[config.mk]
export PLATFORM = sky130hd
export DESIGN_NAME = div_arbiter
export DESIGN_NICKNAME = d
export VERILOG_FILES = /design/src/rtl/div_arb_pkg.sv /design/src/rtl/div_sign_fix.sv /design/src/rtl/div_arbiter.sv
export SDC_FILE = /design/constraint.sdc
export NUM_CORES = 1
export LEC_CHECK = 0
export ABC_CLOCK_PERIOD_IN_PS = 6400
export BUFFER_PORTS_ARGS = -buffer_cell sky130_fd_sc_hd__buf_2
export CORE_MARGIN = 5
export CORE_UTILIZATION = 32
export CTS_BUF_LIST = sky130_fd_sc_hd__clkbuf_16
export DETAILED_ROUTE_END_ITERATION = 10
export GPL_TIMING_DRIVEN = 0
export PLACE_DENSITY = 0.59
export SYNTH_ARGS = -nofsm -noshare
export SYNTH_HDL_FRONTEND = slang
export SYNTH_SLANG_ARGS = --single-unit
[constraint.sdc]
create_clock -name clk -period 6.4 [get_ports clk]
set_input_delay 0 -clock clk [delete_from_list [all_inputs] [get_ports clk]]
set_output_delay 0 -clock clk [all_outputs]
set_load 0.02 [all_outputs]
[src/rtl/div_arb_pkg.sv]
// Shared types and constants for the divider arbiter.
package div_arb_pkg;
  localparam int DIV_W = 32;
  localparam logic [DIV_W-1:0] DBZ_QUOTIENT = '1;

  typedef enum logic [1:0] {IDLE, ISSUE, WAIT, RESP} state_t;
endpackage

[src/rtl/div_sign_fix.sv]
// Conditional two's-complement negate, used for operand magnitudes and result signs.
module div_sign_fix #(
  parameter int WIDTH = 32
) (
  input  logic             neg,
  input  logic [WIDTH-1:0] a,
  output logic [WIDTH-1:0] y
);
  assign y = neg ? (~a + WIDTH'(1)) : a;
endmodule

[src/rtl/div_arbiter.sv]
// Round-robin front end sharing one unsigned iterative divider between two
// requesters, with signed pre/post correction, divide-by-zero bypass and watchdog.
module div_arbiter
  import div_arb_pkg::*;
#(
  parameter int WIDTH   = DIV_W,
  parameter int TIMEOUT = 48
) (
  input  logic             clk,
  input  logic             rst,
  input  logic [1:0]       req_valid,
  output logic [1:0]       req_ready,
  input  logic [WIDTH-1:0] req_dividend0,
  input  logic [WIDTH-1:0] req_dividend1,
  input  logic [WIDTH-1:0] req_divisor0,
  input  logic [WIDTH-1:0] req_divisor1,
  input  logic [1:0]       req_signed,
  output logic [1:0]       rsp_valid,
  output logic [WIDTH-1:0] rsp_quotient,
  output logic [WIDTH-1:0] rsp_remainder,
  output logic             rsp_dbz,
  output logic             rsp_err,
  output logic             busy,
  output logic             div_start,
  output logic [WIDTH-1:0] div_dividend,
  output logic [WIDTH-1:0] div_divisor,
  input  logic             div_done,
  input  logic [WIDTH-1:0] div_quotient,
  input  logic [WIDTH-1:0] div_remainder
);
  localparam int WDW = $clog2(TIMEOUT + 1);

  state_t           state;
  logic             last, owner, qneg, rneg;
  logic [WIDTH-1:0] magD, magV, resQ, resR;
  logic [WDW-1:0]   wdog;
  logic [1:0]       rspValidR;
  logic             dbzR, errR, startR;

  logic [1:0]       grant;
  logic             selId, selS, sd, sv, accept;
  logic [WIDTH-1:0] selD, selV, magDIn, magVIn, fixQ, fixR;

  // On a tie the requester that was not served last wins.
  always_comb begin
    grant = req_valid;
    if (req_valid == 2'b11) grant = last ? 2'b01 : 2'b10;
  end

  assign req_ready = (state == IDLE && !rst) ? grant : 2'b00;
  assign accept    = |(req_valid & req_ready);
  assign selId     = grant[1];
  assign selD      = selId ? req_dividend1 : req_dividend0;
  assign selV      = selId ? req_divisor1  : req_divisor0;
  assign selS      = req_signed[selId];
  assign sd        = selS & selD[WIDTH-1];
  assign sv        = selS & selV[WIDTH-1];

  div_sign_fix #(.WIDTH(WIDTH)) uFixD (.neg(sd),   .a(selD),          .y(magDIn));
  div_sign_fix #(.WIDTH(WIDTH)) uFixV (.neg(sv),   .a(selV),          .y(magVIn));
  div_sign_fix #(.WIDTH(WIDTH)) uFixQ (.neg(qneg), .a(div_quotient),  .y(fixQ));
  div_sign_fix #(.WIDTH(WIDTH)) uFixR (.neg(rneg), .a(div_remainder), .y(fixR));

  always_ff @(posedge clk or posedge rst) begin
    if (rst) begin
      state     <= IDLE;
      last      <= 1'b1;
      owner     <= 1'b0;
      qneg      <= 1'b0;
      rneg      <= 1'b0;
      magD      <= '0;
      magV      <= '0;
      resQ      <= '0;
      resR      <= '0;
      wdog      <= '0;
      rspValidR <= 2'b00;
      dbzR      <= 1'b0;
      errR      <= 1'b0;
      startR    <= 1'b0;
    end else begin
      case (state)
        IDLE: if (accept) begin
          owner <= selId;
          last  <= selId;
          qneg  <= sd ^ sv;
          rneg  <= sd;
          magD  <= magDIn;
          magV  <= magVIn;
          dbzR  <= 1'b0;
          errR  <= 1'b0;
          if (selV == '0) begin
            // Answered without touching the divider.
            resQ      <= DBZ_QUOTIENT;
            resR      <= selD;
            dbzR      <= 1'b1;
            rspValidR <= {selId, ~selId};
            state     <= RESP;
          end else begin
            startR <= 1'b1;
            state  <= ISSUE;
          end
        end
        ISSUE: begin
          startR <= 1'b0;
          wdog   <= '0;
          state  <= WAIT;
        end
        WAIT: begin
          if (div_done) begin
            resQ      <= fixQ;
            resR      <= fixR;
            rspValidR <= {owner, ~owner};
            state     <= RESP;
          end else if (wdog == WDW'(TIMEOUT - 1)) begin
            errR      <= 1'b1;
            resQ      <= '0;
            resR      <= '0;
            rspValidR <= {owner, ~owner};
            state     <= RESP;
          end else begin
            wdog <= wdog + 1'b1;
          end
        end
        RESP: begin
          rspValidR <= 2'b00;
          state     <= IDLE;
        end
        default: state <= IDLE;
      endcase
    end
  end

  assign rsp_valid     = rspValidR;
  assign rsp_quotient  = resQ;
  assign rsp_remainder = resR;
  assign rsp_dbz       = dbzR;
  assign rsp_err       = errR;
  assign busy          = (state != IDLE);
  assign div_start     = startR;
  assign div_dividend  = magD;
  assign div_divisor   = magV;
endmodule

# After elaboration in Yosys (flattened, before gate mapping)
# Cells that the tools add are included.
[classes]
add_sub_neg = 5
order_cmp = 1
eq_ne = 12
muxes = 41
bitwise_logic = 10
n_reduce_logical = 17
[ops]
columns = ["operator", "count"]
rows = [
  ["two-way mux 32 bit", 13],
  ["adder 32 x 1 -> 32 bit, second input constant", 4],
  ["inverter 32 bit", 4],
  ["case mux 32 bit (2 select lines)", 2],
  ["logical NOT 32 bit", 1],
  ["two-way mux 2 bit", 11],
  ["two-way mux 6 bit", 2],
  ["case mux 6 bit (2 select lines)", 1],
  ["AND reduction 4 bit", 3],
  ["!= test 2 bit, second input constant", 5],
  ["two-way mux 1 bit", 8],
  ["case mux 2 bit (4 select lines)", 1],
  ["nonzero test 2 bit", 4],
  ["adder 6 x 1 -> 6 bit, second input constant", 1],
  ["== test 2 bit, second input constant", 3],
  ["== test 6 bit, second input constant", 1],
  ["case mux 2 bit (3 select lines)", 1],
  ["AND reduction 3 bit", 2],
  ["case mux 1 bit (2 select lines)", 2],
  ["AND reduction 2 bit", 2],
  ["!= test 3 bit, second input constant", 1],
  ["nonzero test 3 bit", 1],
  ["AND 1 bit", 2],
  ["AND 2 bit", 1],
  ["9 further kinds", 10],
]
[totals]
ff_bits = 145
in_bits = 199
output_inout_bits = 136
wordCells = 100

# Logic depth before layout (Yosys ltp)
[logic_depth]
word_depth = 7
mapped_depth = 15
ltp_nobuf = 9

# Hierarchy
# A second synthesis with hierarchy kept.
[unflattened]
cells_unflattened = 1092
area_unflattened_um2 = 10085.9
[by_module_without_submodules]
columns = ["module", "instances", "cells_each", "area_each_um2", "seq_area_each_um2"]
rows = [
  ["div_arbiter", 1, 696, 6977.9, 3629.7],
  ["div_sign_fix", 4, 99, 777.0, 0.0],
]

# Least setup slack after synthesis
# Ideal clock, no wire load.
[synth_timing]
kind = "reg-to-reg"
from = "reg last"
to = "reg rspValidR[1] (netlist: rsp_valid[1])"
setup_ps = 125
arrival_ps = 3741
t_required_ps = 6275
setup_slack_ps = 2533
stages_incl_launch_ff = 14
path_buffers = 4
period_less_slack_ps = 3867
cell_sequence = "dfstp_2 > a21bo_2 > buf_2 > buf_2 > buf_2 > buf_2 > mux2i_1 > ha_1 > nor3b_1 > nand4_1 > o2bb2ai_2 > or3_4 > a211o_1 > mux2_4"
[synth_via]
elab_chain_len = 7
elab_cells_between_ends = 13
classes_between = "2 x eq/ne; 7 x mux; 1 x bitwise; 3 x reduce/logical"
[synth_rtl]
columns = ["item", "line_no", "text"]
rows = [
  ["from (decl)", "div_arbiter.sv:34", "logic last, owner, qneg, rneg;"],
  ["from (signal assigned)", "div_arbiter.sv:84", "last <= selId;"],
  ["two-way mux 2 bit * (2 in series)", "div_arbiter.sv:47", "if (req_valid == 2'b11) grant = last ? 2'b01 : 2'b10;"],
  ["branches (longest 5 deep; another with two-way mux 32 bit)", "-", ""],
  ["to (signal assigned)", "div_arbiter.sv:96", "rspValidR <= {selId, ~selId};"],
  ["to (signal assigned)", "div_arbiter.sv:112", "rspValidR <= {owner, ~owner};"],
  ["to (signal assigned)", "div_arbiter.sv:118", "rspValidR <= {owner, ~owner};"],
  ["to (decl)", "div_arbiter.sv:37", "logic [1:0] rspValidR;"],
]
# Every way passes the cells marked *. The select of a mux whose other input is x is not followed.
# A chain may end at the register's enable or synchronous reset.

# Worst setup path in the final report
[layout_timing]
from = "reg last"
to = "reg resR[0] (netlist: rsp_remainder[0])"
[layout_via]
elab_chain_len = 7
elab_cells_between_ends = 14
classes_between = "2 x eq/ne; 8 x mux; 1 x bitwise; 3 x reduce/logical"
[layout_rtl]
columns = ["item", "line_no", "text"]
rows = [
  ["two-way mux 2 bit * (2 in series)", "div_arbiter.sv:47", ""],
  ["branches (longest 5 deep; another with two-way mux 32 bit)", "-", ""],
  ["to (signal assigned)", "div_arbiter.sv:94", "resR <= selD;"],
  ["to (signal assigned)", "div_arbiter.sv:111", "resR <= fixR;"],
  ["to (decl)", "div_arbiter.sv:35", "logic [WIDTH-1:0] magD, magV, resQ, resR;"],
]
# Marked as above.

==> run_results.csv <==
group,metric,value,unit
status,outcome,"finished clean",
drt,antenna_left,0,
synth,synth_area_per_cell,8.59,sq um
drt,drc,0,
setup_path,critPathSlowestCell,"nor3b_1",
power,irDropWorstVdd,0.193,mV
global_routing,grt_pass1_wl,66400,um
synth,ys_ff_latch,145,
setup_path,cp-end-kind,"flop",
floorplan,dieArea,35300,sq um
power,p_leak,6.18,nW
global_routing,grt_pass1_vias,11100,
sta,worst_slew_pin_slew,1.07,ns
synth,synth_edf_count,0,
sta,setup_viol,0,
power,pwr-share-seq,29.4,%
layout,fillers,3240,
sta,hold_viol_final,0,
floorplan,start_util,32.3,%
setup_path,crit_required,6.71,ns
synth,syn_inst,1179,
setup_path,critPathKind,"flop to flop",
drt,first_iter_violations,900,
clock_tree,cts_tree,"done",
clock_tree,cts-root-buf,"clkbuf_16",
synth,synth_area_leaders,"dfrtp_1 (36%), xor2_1 (7.4%), mux2i_1 (7.0%)",
clock_tree,postCtsResizedCells,0,
setup_path,crit_path_max_incr_delay,0.70,ns
drt,vias,11000,
sta,period_minus_slack,5.35,ns
power,net-switching-power,2.45,mW
synth,syn_area,10100,sq um
clock_tree,cts_hold_buf,55,
global_routing,grt_antenna_before_repair,13,
setup_path,cp.arrival,5.66,ns
clock_tree,cts_sinks,145,
layout,syn_to_final_growth,33.7,%
global_routing,grt.overflow.total,0,
power,intPower,3.00,mW
drt,routedWlPerCell,21.7,um
synth,yosysSeqAreaShare,35.8,%
drt,drt-vias-per-instance,5.48,
sta,fmax,187,MHz
floorplan,die_height,188,um
layout,final_cell_mix,"buf_2 (355), nand2_1 (154), dfrtp_1 (144), nor2_1 (94), o21ai_0 (92)",
synth,synthArstFlopShare,100,%
power,switching_share,45.0,%
layout,drive_gt1_share,25.9,%
sta,drv_slew,0,
drt,routed_wl,43500,um
worst_hold_path,hold_class,"input port to flop",
global_routing,grt_max_degree,86,
floorplan,rows,65,
sta,relSlewSlack,27.8,%
synth,yosys.area.top_type,"dfrtp_1",
floorplan,die_w,188,um
power,p_clk_share,20.7,%
place,gp_congestion,0.918,
place,place_area,12300,sq um
synth,yosys_warnings,0,
drt,dr.pass1.iters,5,
synth,synth-main-ff-cell,"dfrtp_1",
clock_tree,cts_buffers,17,
clock_tree,clockBufferDepth,2,
layout,mostFrequentLayoutCell,"buf_2",
setup_path,crit_path_cell_trace,"a21bo_2 > buf_2 > buf_2 > buf_2 > buf_2 > mux2i_1 > ha_1 > nor3b_1 > nand4_1 > o2bb2ai_2 > o41ai_4 > buf_2 > buf_2 > a21oi_1",
place,io_buffers,333,
setup_path,cp_max_fo,10,
synth,synth_top_area_share,35.6,%
clock_tree,post-cts-setup-buffer-count,0,
job,drv_cap,0,
setup_path,cp_common_cell,"buf_2",
clock_tree,cts_max_level,4,
floorplan,ios,335,
floorplan,core,31400,sq um
layout,num-nets-final,1796,
clock_tree,clkLatencyLatePin,0.44,ns
sta,fin_crit_sh,83.6,%
power,power_density,403,nW/um^2
synth,synth_cell_type_count,68,
power,combPwrFrac,49.8,%
setup_path,start_kind,"flop",
power,fin_total_pwr,5.45,mW
sta,fin_skew,0.0117,ns
place,dp.final_hpwl,34500,um
layout,finish.instance_area,13500,sq um
synth,syn-num-nets,1388,
sta,rsz0062_at_grt,"false",
sta,fin_setup_tns,0,ns
clock_tree,clk_pin_slew,0.07,ns
global_routing,grt_usage,24.1,%
synthesized netlist by cell type, types with 3 or more instances:
master,count
o21a_1,32
or3_1,14
xor2_1,85
o31ai_1,28
or2_2,5
o221ai_1,29
buf_2,22
a21oi_1,69
nor4_1,18
and3_1,3
xnor2_1,39
nand4b_1,4
o22ai_1,6
nand4_1,9
nand2_1,154
o32ai_1,4
o41ai_1,14
a31oi_1,18
buf_1,7
nor3_1,36
mux2i_1,71
nand3_1,25
ha_1,10
mux2_2,4
nand3b_1,9
dfrtp_1,144
nand2b_1,11
nor2b_1,5
a22o_1,3
o21ai_0,92
nor2_1,94
or4_1,12
a41oi_1,9
clkbuf_1,39
inv_1,14
critical path, delay by kind of cell, from the launching register on:
family / cells / cell delay (ns)
adders and majority gates: 1 / 0.22
muxes: 1 / 0.28
buffers and inverters: 6 / 2.05
and+or+nand+nor: 2 / 0.96
DFF: 1 / 0.56
AOI/OAI and AO/OA: 4 / 1.13
power groups by stage:
stage	logic [mW]	registers, mW	clock network (mW)
floorplan	1.21	2.06	0
global placement	2.68	1.60	0
detailed placement	2.70	1.61	0
CTS	2.74	1.61	1.15
global route	2.97	1.66	1.19
finish	2.72	1.60	1.13
through the flow:
| step | cells | util, % | setup WS, ns | hold slack [ns] |
|---|---|---|---|---|
| 3_5_place_dp | 1915 | 39.3 | 1.12 | 0.146 |
| 6_report | 2009 | 43.1 | 1.05 | 0.00530 |
| 4_1_cts | 2002 | 43.1 | 1.11 | 0.000691 |
| 3_3_place_gp | 1914 | 39.2 | 0.425 | 0.275 |
| 2_1_floorplan | 1179 | - | 2.51 | 0.131 |
| 5_1_grt | 2008 | 43.1 | 0.802 | 0.0245 |
cell families after synthesis:
kind of cell | after synthesis | share of synthesized area [%]
flip-flops | 145 | 35.8
XOR/XNOR | 124 | 10.7
adder cells (fa/ha/maj) | 10 | 1.24
buffers and inverters | 83 | 3.38
AND/OR/NAND/NOR | 413 | 19.7
AO/OA/AOI/OAI | 328 | 21.5
multiplexers | 76 | 7.61
registers in the layout, indices dropped and copies added, names as in the netlist, 2 cells and up:
register,count
rsp_remainder,32
state,2
wdog,6
rsp_quotient,32
div_dividend,32
rsp_valid,2
div_divisor,32
final timing paths:
check / from / endpoint / slack [ns] / cells after the start
max in group asynchronous: rst / div_dividend[26]$_DFFE_PP0P_ / 5.34 / 4
min in group asynchronous: rst / rsp_valid[1]$_DFFE_PP0P_ / 0.21 / 3
worst min register to register: div_dividend[1]$_DFFE_PP0P_ / div_dividend[1]$_DFFE_PP0P_ / 0.47 / 2
worst min-delay path: req_dividend0[27] / div_dividend[31]$_DFFE_PP0P_ / 0.005 / 4
worst max register to register: last$_DFFE_PP1P_ / rsp_remainder[0]$_DFFE_PP0P_ / 1.05 / 14
worst max-delay path: last$_DFFE_PP1P_ / rsp_remainder[0]$_DFFE_PP0P_ / 1.05 / 14
layout make-up:
type | instances | area, sq um | area share (%)
tap | 402 | 503 | 3.71
multi-input combinational | 951 | 6160 | 45.5
timing repair buffer | 389 | 2240 | 16.6
buffer | 69 | 290 | 2.14
clock inverter | 15 | 216 | 1.60
clock buffer | 17 | 425 | 3.14
antenna | 7 | 17.5 | 0.129
sequential | 145 | 3630 | 26.8
inverter | 14 | 57.6 | 0.425
routing by layer:
| metal | GRT usage (%) | share of wire (%) | vias up |
|---|---|---|---|
| met1 | 30.3 | 41 | 5282 |
| li1 | - | - | 5138 |
| met4 | 7.48 | 2.3 | 14 |
| met2 | 39.4 | 47 | 499 |
| met3 | 7.91 | 9.1 | 74 |
| met5 | 0 | 0.21 | - |
Power figures use the tool's default switching activity.
